==> config.mk <==
export PLATFORM = sky130hd
export DESIGN_NAME = toggle_debounce
export DESIGN_NICKNAME = d
export VERILOG_FILES = /design/src/rtl/toggle_debounce.sv
export SDC_FILE = /design/constraint.sdc
export NUM_CORES = 1
export LEC_CHECK = 0
export BUFFER_PORTS_ARGS = -buffer_cell sky130_fd_sc_hd__buf_4
export CAP_MARGIN = 15
export CORE_UTILIZATION = 40
export CTS_CLUSTER_DIAMETER = 30
export DETAILED_ROUTE_END_ITERATION = 8
export PLACE_DENSITY_LB_ADDON = 0.25
export SLEW_MARGIN = 10
export SYNTH_ARGS = -nofsm -noshare
export SYNTH_HDL_FRONTEND = slang
export SYNTH_SLANG_ARGS = --single-unit
==> constraint.sdc <==
create_clock -name clk -period 2.7 [get_ports clk]
set_clock_uncertainty 0.1 [all_clocks]
set_input_delay 0.675 -clock clk [delete_from_list [all_inputs] [get_ports clk]]
set_output_delay 0.675 -clock clk [all_outputs]
set_load 0.005 [all_outputs]
==> src/rtl/toggle_debounce.sv <==
// toggle_debounce: synchronize and debounce a push-button, emitting a one-cycle T-flop enable per accepted edge.
module toggle_debounce #(
  parameter int DB_CYCLES = 4,
  parameter bit EDGE_SEL = 1'b0
) (
  input  logic       clk,
  input  logic       rst,
  input  logic       btn_in,
  output logic       t,
  output logic       level,
  output logic [7:0] bounce_cnt
);
  typedef enum logic [1:0] {LOW_STABLE, RISE_CHK, HIGH_STABLE, FALL_CHK} state_t;
  localparam logic [15:0] LAST = 16'(DB_CYCLES - 1);
  state_t state;
  logic sync1, sync2;
  logic [15:0] cnt;
  logic [7:0] bounce_nxt;
  assign bounce_nxt = bounce_cnt + {7'd0, bounce_cnt != 8'hff};
  always_ff @(posedge clk or negedge rst)
    if (!rst) begin
      sync1 <= 1'b0;
      sync2 <= 1'b0;
      state <= LOW_STABLE;
      cnt <= '0;
      t <= 1'b0;
      level <= 1'b0;
      bounce_cnt <= '0;
    end else begin
      sync1 <= btn_in;
      sync2 <= sync1;
      t <= 1'b0;
      case (state)
        LOW_STABLE: begin
          cnt <= {15'd0, sync2};
          if (sync2) state <= RISE_CHK;
        end
        RISE_CHK:
          if (!sync2) begin
            state <= LOW_STABLE;
            cnt <= '0;
            bounce_cnt <= bounce_nxt;
          end else if (cnt == LAST) begin
            state <= HIGH_STABLE;
            cnt <= '0;
            level <= 1'b1;
            t <= !EDGE_SEL;
          end else cnt <= cnt + 16'd1;
        HIGH_STABLE: begin
          cnt <= {15'd0, !sync2};
          if (!sync2) state <= FALL_CHK;
        end
        FALL_CHK:
          if (sync2) begin
            state <= HIGH_STABLE;
            cnt <= '0;
            bounce_cnt <= bounce_nxt;
          end else if (cnt == LAST) begin
            state <= LOW_STABLE;
            cnt <= '0;
            level <= 1'b0;
            t <= EDGE_SEL;
          end else cnt <= cnt + 16'd1;
      endcase
    end
endmodule

==> impl_summary.log <==
INFO  metric post-route-min-period = 1.99 ns
INFO  metric globalplace.congestion = 0.757
INFO  metric cts_h_tree_depth = 2
INFO  metric num-fill-cells = between 300 and 400
INFO  metric report.final.hold_viol_count = 0
INFO  metric drive_gt1_share = 17.6%
INFO  metric unrepaired_setup_endpoints_after_global_routing = no
INFO  metric max_freq = 503 MHz
INFO  metric slew_headroom = 62.6%
INFO  metric reg2reg_from = cnt[0]$_DFF_PN0_
INFO  metric ff2ff_path_depth = 5
INFO  metric final-max-slew-violation-count = 0
INFO  metric timing.final.setup_violations = 0
INFO  metric multi_input_comb_area = ~600 um2
INFO  metric wire_per_inst = 12.4 um
INFO  metric final.period_utilization = 73.6%
INFO  metric dr.pass1.iters = 4
INFO  metric netlist.area_leader.share = 53.7%
INFO  metric clock_insertion_delay_worst_skew = 0.33 ns
INFO  metric fp-row-count = 21
INFO  metric leakagePower = 0.737 nW
INFO  metric count_of_cell_types_in_the_netlist = 26
INFO  metric worstSetupStartpointType = flip-flop
INFO  metric drc = 0
INFO  metric cts_resized = 0
INFO  metric mappedNetlistNets = around 130
INFO  metric numCtsBuffers = 5
INFO  metric worstReg2RegEnd = cnt[12]$_DFF_PN0_
INFO  metric holdCritPathClass = input port to asynchronous set/reset pin
INFO  metric dieWidth = 61.1 um
INFO  metric post_synth_instance_area = 1400 um2
INFO  metric netlist.top_cell.by_area = sky130_fd_sc_hd__dfrtp_1
INFO  metric outcome = finished clean
INFO  metric setup.worst_path.start = cnt[0]$_DFF_PN0_
INFO  metric yosysWarnings = 0
INFO  metric worstPathMaxFanout = 15
INFO  metric fp.dieArea = 3730 um2
INFO  metric grt_pass1_vias = 852
INFO  metric ff_latch_area = 751 um2
INFO  metric postSynthCellCount = between 100 and 150
INFO  metric cts_num_sinks = 30
INFO  metric count_of_hold_fix_buffers_inserted_at_cts = 0
INFO  metric ioPinCount = 13
INFO  metric globalRouteTotalUtil = 14.9%
INFO  metric antenna_cells = 0
INFO  metric clock_tree_from_tritoncts = done
INFO  metric ff2ff_setup_slack = 0.71 ns
INFO  metric yosys-top-cells-area = sky130_fd_sc_hd__dfrtp_1 (54%), sky130_fd_sc_hd__xor2_1 (9.4%), sky130_fd_sc_hd__xnor2_1 (4.4%)
INFO  metric postSynthRegisterBits = 30
INFO  metric grt.overflow.total = 0
INFO  metric synthToLayoutAreaGrowth = 17.0%
INFO  metric antenna_found_initial = 0
INFO  metric drt.antenna.violating_nets = 0
INFO  metric wire_length_of_the_first_global_routing_pass = between 3000 and 4000 um
INFO  metric worstSetupEndpointType = flip-flop
INFO  metric avgViaCountPerCell = slightly above 5
INFO  metric grt_max_degree = 31
INFO  metric placeableCoreArea = about 3300 um2
INFO  metric power_density = 855 nW/um2
INFO  metric starting_density_of_the_core = approximately two fifths
INFO  metric fin_util = 49.0%
INFO  metric detailroute.via_count = 948
INFO  metric input_output_buffers = 12
INFO  metric clkTransAtPathRegs = 0.10 ns
INFO  metric syn-mean-instance-area = 11.1 um2
INFO  metric drt-total-wl = 2330 um
INFO  metric critical_path_arrival = 2.08 ns
INFO  metric cp_endpoint = cnt[12]$_DFF_PN0_
INFO  metric timing_worst_slew_pin_value = roughly 0.56 ns
INFO  metric cts_root_buf = sky130_fd_sc_hd__clkbuf_4
INFO  metric setup_tns = 0 ns
INFO  metric post_cts_buffers = 0
INFO  metric worst-endpoint-required = 2.79 ns
INFO  metric dieHeight = 61.1 um
INFO  metric synth.yosys.seq_area_share = 53.7%
INFO  metric peakVddDrop = ~0.45 mV
INFO  metric initial_drc_count = 20
INFO  metric timing_worst_setup_path_type = flip-flop to flip-flop
INFO  metric design.final.nets = around 150
INFO  metric post-dp-hpwl = approximately 1700 um
INFO  metric clk_path_buf_depth = 2
INFO  metric maxCapViolations = 0
cell families (layout without fill, tap and decap cells):
group / count (synthesis) / after routing / synth area share (%)
compound gates: 2 / 2 / 1.16
xor+xnor: 22 / 22 / 13.8
fa+ha+maj: 3 / 3 / 2.69
buf+inv: 7 / 23 / 2.33
flops: 30 / 30 / 53.7
mux: 3 / 3 / 2.69
simple gates: 59 / 59 / 23.6
worst max-delay path: stages (launching register included):
cell and delay (ns):
sky130_fd_sc_hd__dfrtp_1 0.39, sky130_fd_sc_hd__ha_1 0.32, sky130_fd_sc_hd__nor4b_2 0.27, sky130_fd_sc_hd__nand4_1 0.17, sky130_fd_sc_hd__nand3_1 0.48, sky130_fd_sc_hd__nor2_1 0.11
registers in the layout, summed over array words and instances, names as in the netlist, named ones only:
signal	count
level	1
sync2	1
bounce_cnt	8
sync1	1
t	1
state	1
cnt	16
Yosys cell counts:
library cell / number
sky130_fd_sc_hd__ha_1: 3
sky130_fd_sc_hd__buf_2: 2
sky130_fd_sc_hd__mux2_2: 2
sky130_fd_sc_hd__and2_1: 2
sky130_fd_sc_hd__xor2_1: 15
sky130_fd_sc_hd__nand2_1: 4
sky130_fd_sc_hd__nor3_1: 2
sky130_fd_sc_hd__and3_1: 5
sky130_fd_sc_hd__or2_4: 1
sky130_fd_sc_hd__nor4b_2: 1
sky130_fd_sc_hd__nand3_1: 12
sky130_fd_sc_hd__buf_4: 1
sky130_fd_sc_hd__a211o_1: 1
sky130_fd_sc_hd__xnor2_1: 7
sky130_fd_sc_hd__a21boi_0: 1
sky130_fd_sc_hd__dfrtp_1: 30
sky130_fd_sc_hd__nor2_1: 15
sky130_fd_sc_hd__nor2b_1: 1
sky130_fd_sc_hd__clkbuf_1: 1
sky130_fd_sc_hd__nor4_1: 3
sky130_fd_sc_hd__nand4_1: 6
sky130_fd_sc_hd__and2_0: 1
sky130_fd_sc_hd__mux2_4: 1
sky130_fd_sc_hd__inv_1: 3
sky130_fd_sc_hd__and4_1: 5
sky130_fd_sc_hd__nand4b_1: 1
cells in the final DEF (no fill, tap or decap), types with 4 or more instances in the layout:
| master | n |
|---|---|
| sky130_fd_sc_hd__and3_1 | 5 |
| sky130_fd_sc_hd__and4_1 | 5 |
| sky130_fd_sc_hd__buf_4 | 12 |
| sky130_fd_sc_hd__clkbuf_4 | 5 |
| sky130_fd_sc_hd__dfrtp_1 | 30 |
| sky130_fd_sc_hd__nand2_1 | 4 |
| sky130_fd_sc_hd__nand3_1 | 12 |
| sky130_fd_sc_hd__nand4_1 | 6 |
| sky130_fd_sc_hd__nor2_1 | 15 |
| sky130_fd_sc_hd__xnor2_1 | 7 |
| sky130_fd_sc_hd__xor2_1 | 15 |
metrics by stage:
step	area (um2)	hold slack, ns	power, mW	setup WS [ns]	cells
floorplan	1400	0.231	0.818	0.980	126
global placement	1520	0.237	0.936	0.808	180
detailed placement	1520	0.236	0.944	0.701	180
CTS	1640	0.147	1.42	0.671	188
global route	1640	0.157	1.50	0.392	188
finish	1640	0.144	1.40	0.712	188
worst min path at each step:
| stage | start | to | slack (ns) | cells past startpoint |
|---|---|---|---|---|
| after global routing | rst | t$_DFF_PN0_ | 0.16 | 1 |
| after global placement | sync1$_DFF_PN0_ | sync2$_DFF_PN0_ | 0.24 | 0 |
| after detailed placement | sync1$_DFF_PN0_ | sync2$_DFF_PN0_ | 0.24 | 0 |
| after floorplan | sync1$_DFF_PN0_ | sync2$_DFF_PN0_ | 0.23 | 0 |
| final | rst | t$_DFF_PN0_ | 0.14 | 1 |
| after CTS | rst | t$_DFF_PN0_ | 0.15 | 1 |
area by class of cell:
class                           instances  share of cell area [%]
Inverter                                3                   0.689
Multi-Input combinational cell         89                    37.6
Tap cell                               46                    3.52
Clock buffer                            6                    3.14
Timing Repair Buffer                   12                    5.51
Clock inverter                          2                    3.67
Sequential cell                        30                    45.9
power by group:
group / internal (mW) / total, mW / switching (mW)
clock network: 0.314 / 0.469 / 0.155
logic: 0.162 / 0.315 / 0.153
registers: 0.525 / 0.613 / 0.0874
per-layer routing:
metal	vias to the layer above	wire, um	track usage (%)
li1	466	-	-
met1	462	1120	19.8
met2	16	1090	21.6
met3	4	86	5.67
met4	0	40	6.82
met5	-	0	0
(Power assumes the default switching activity.)
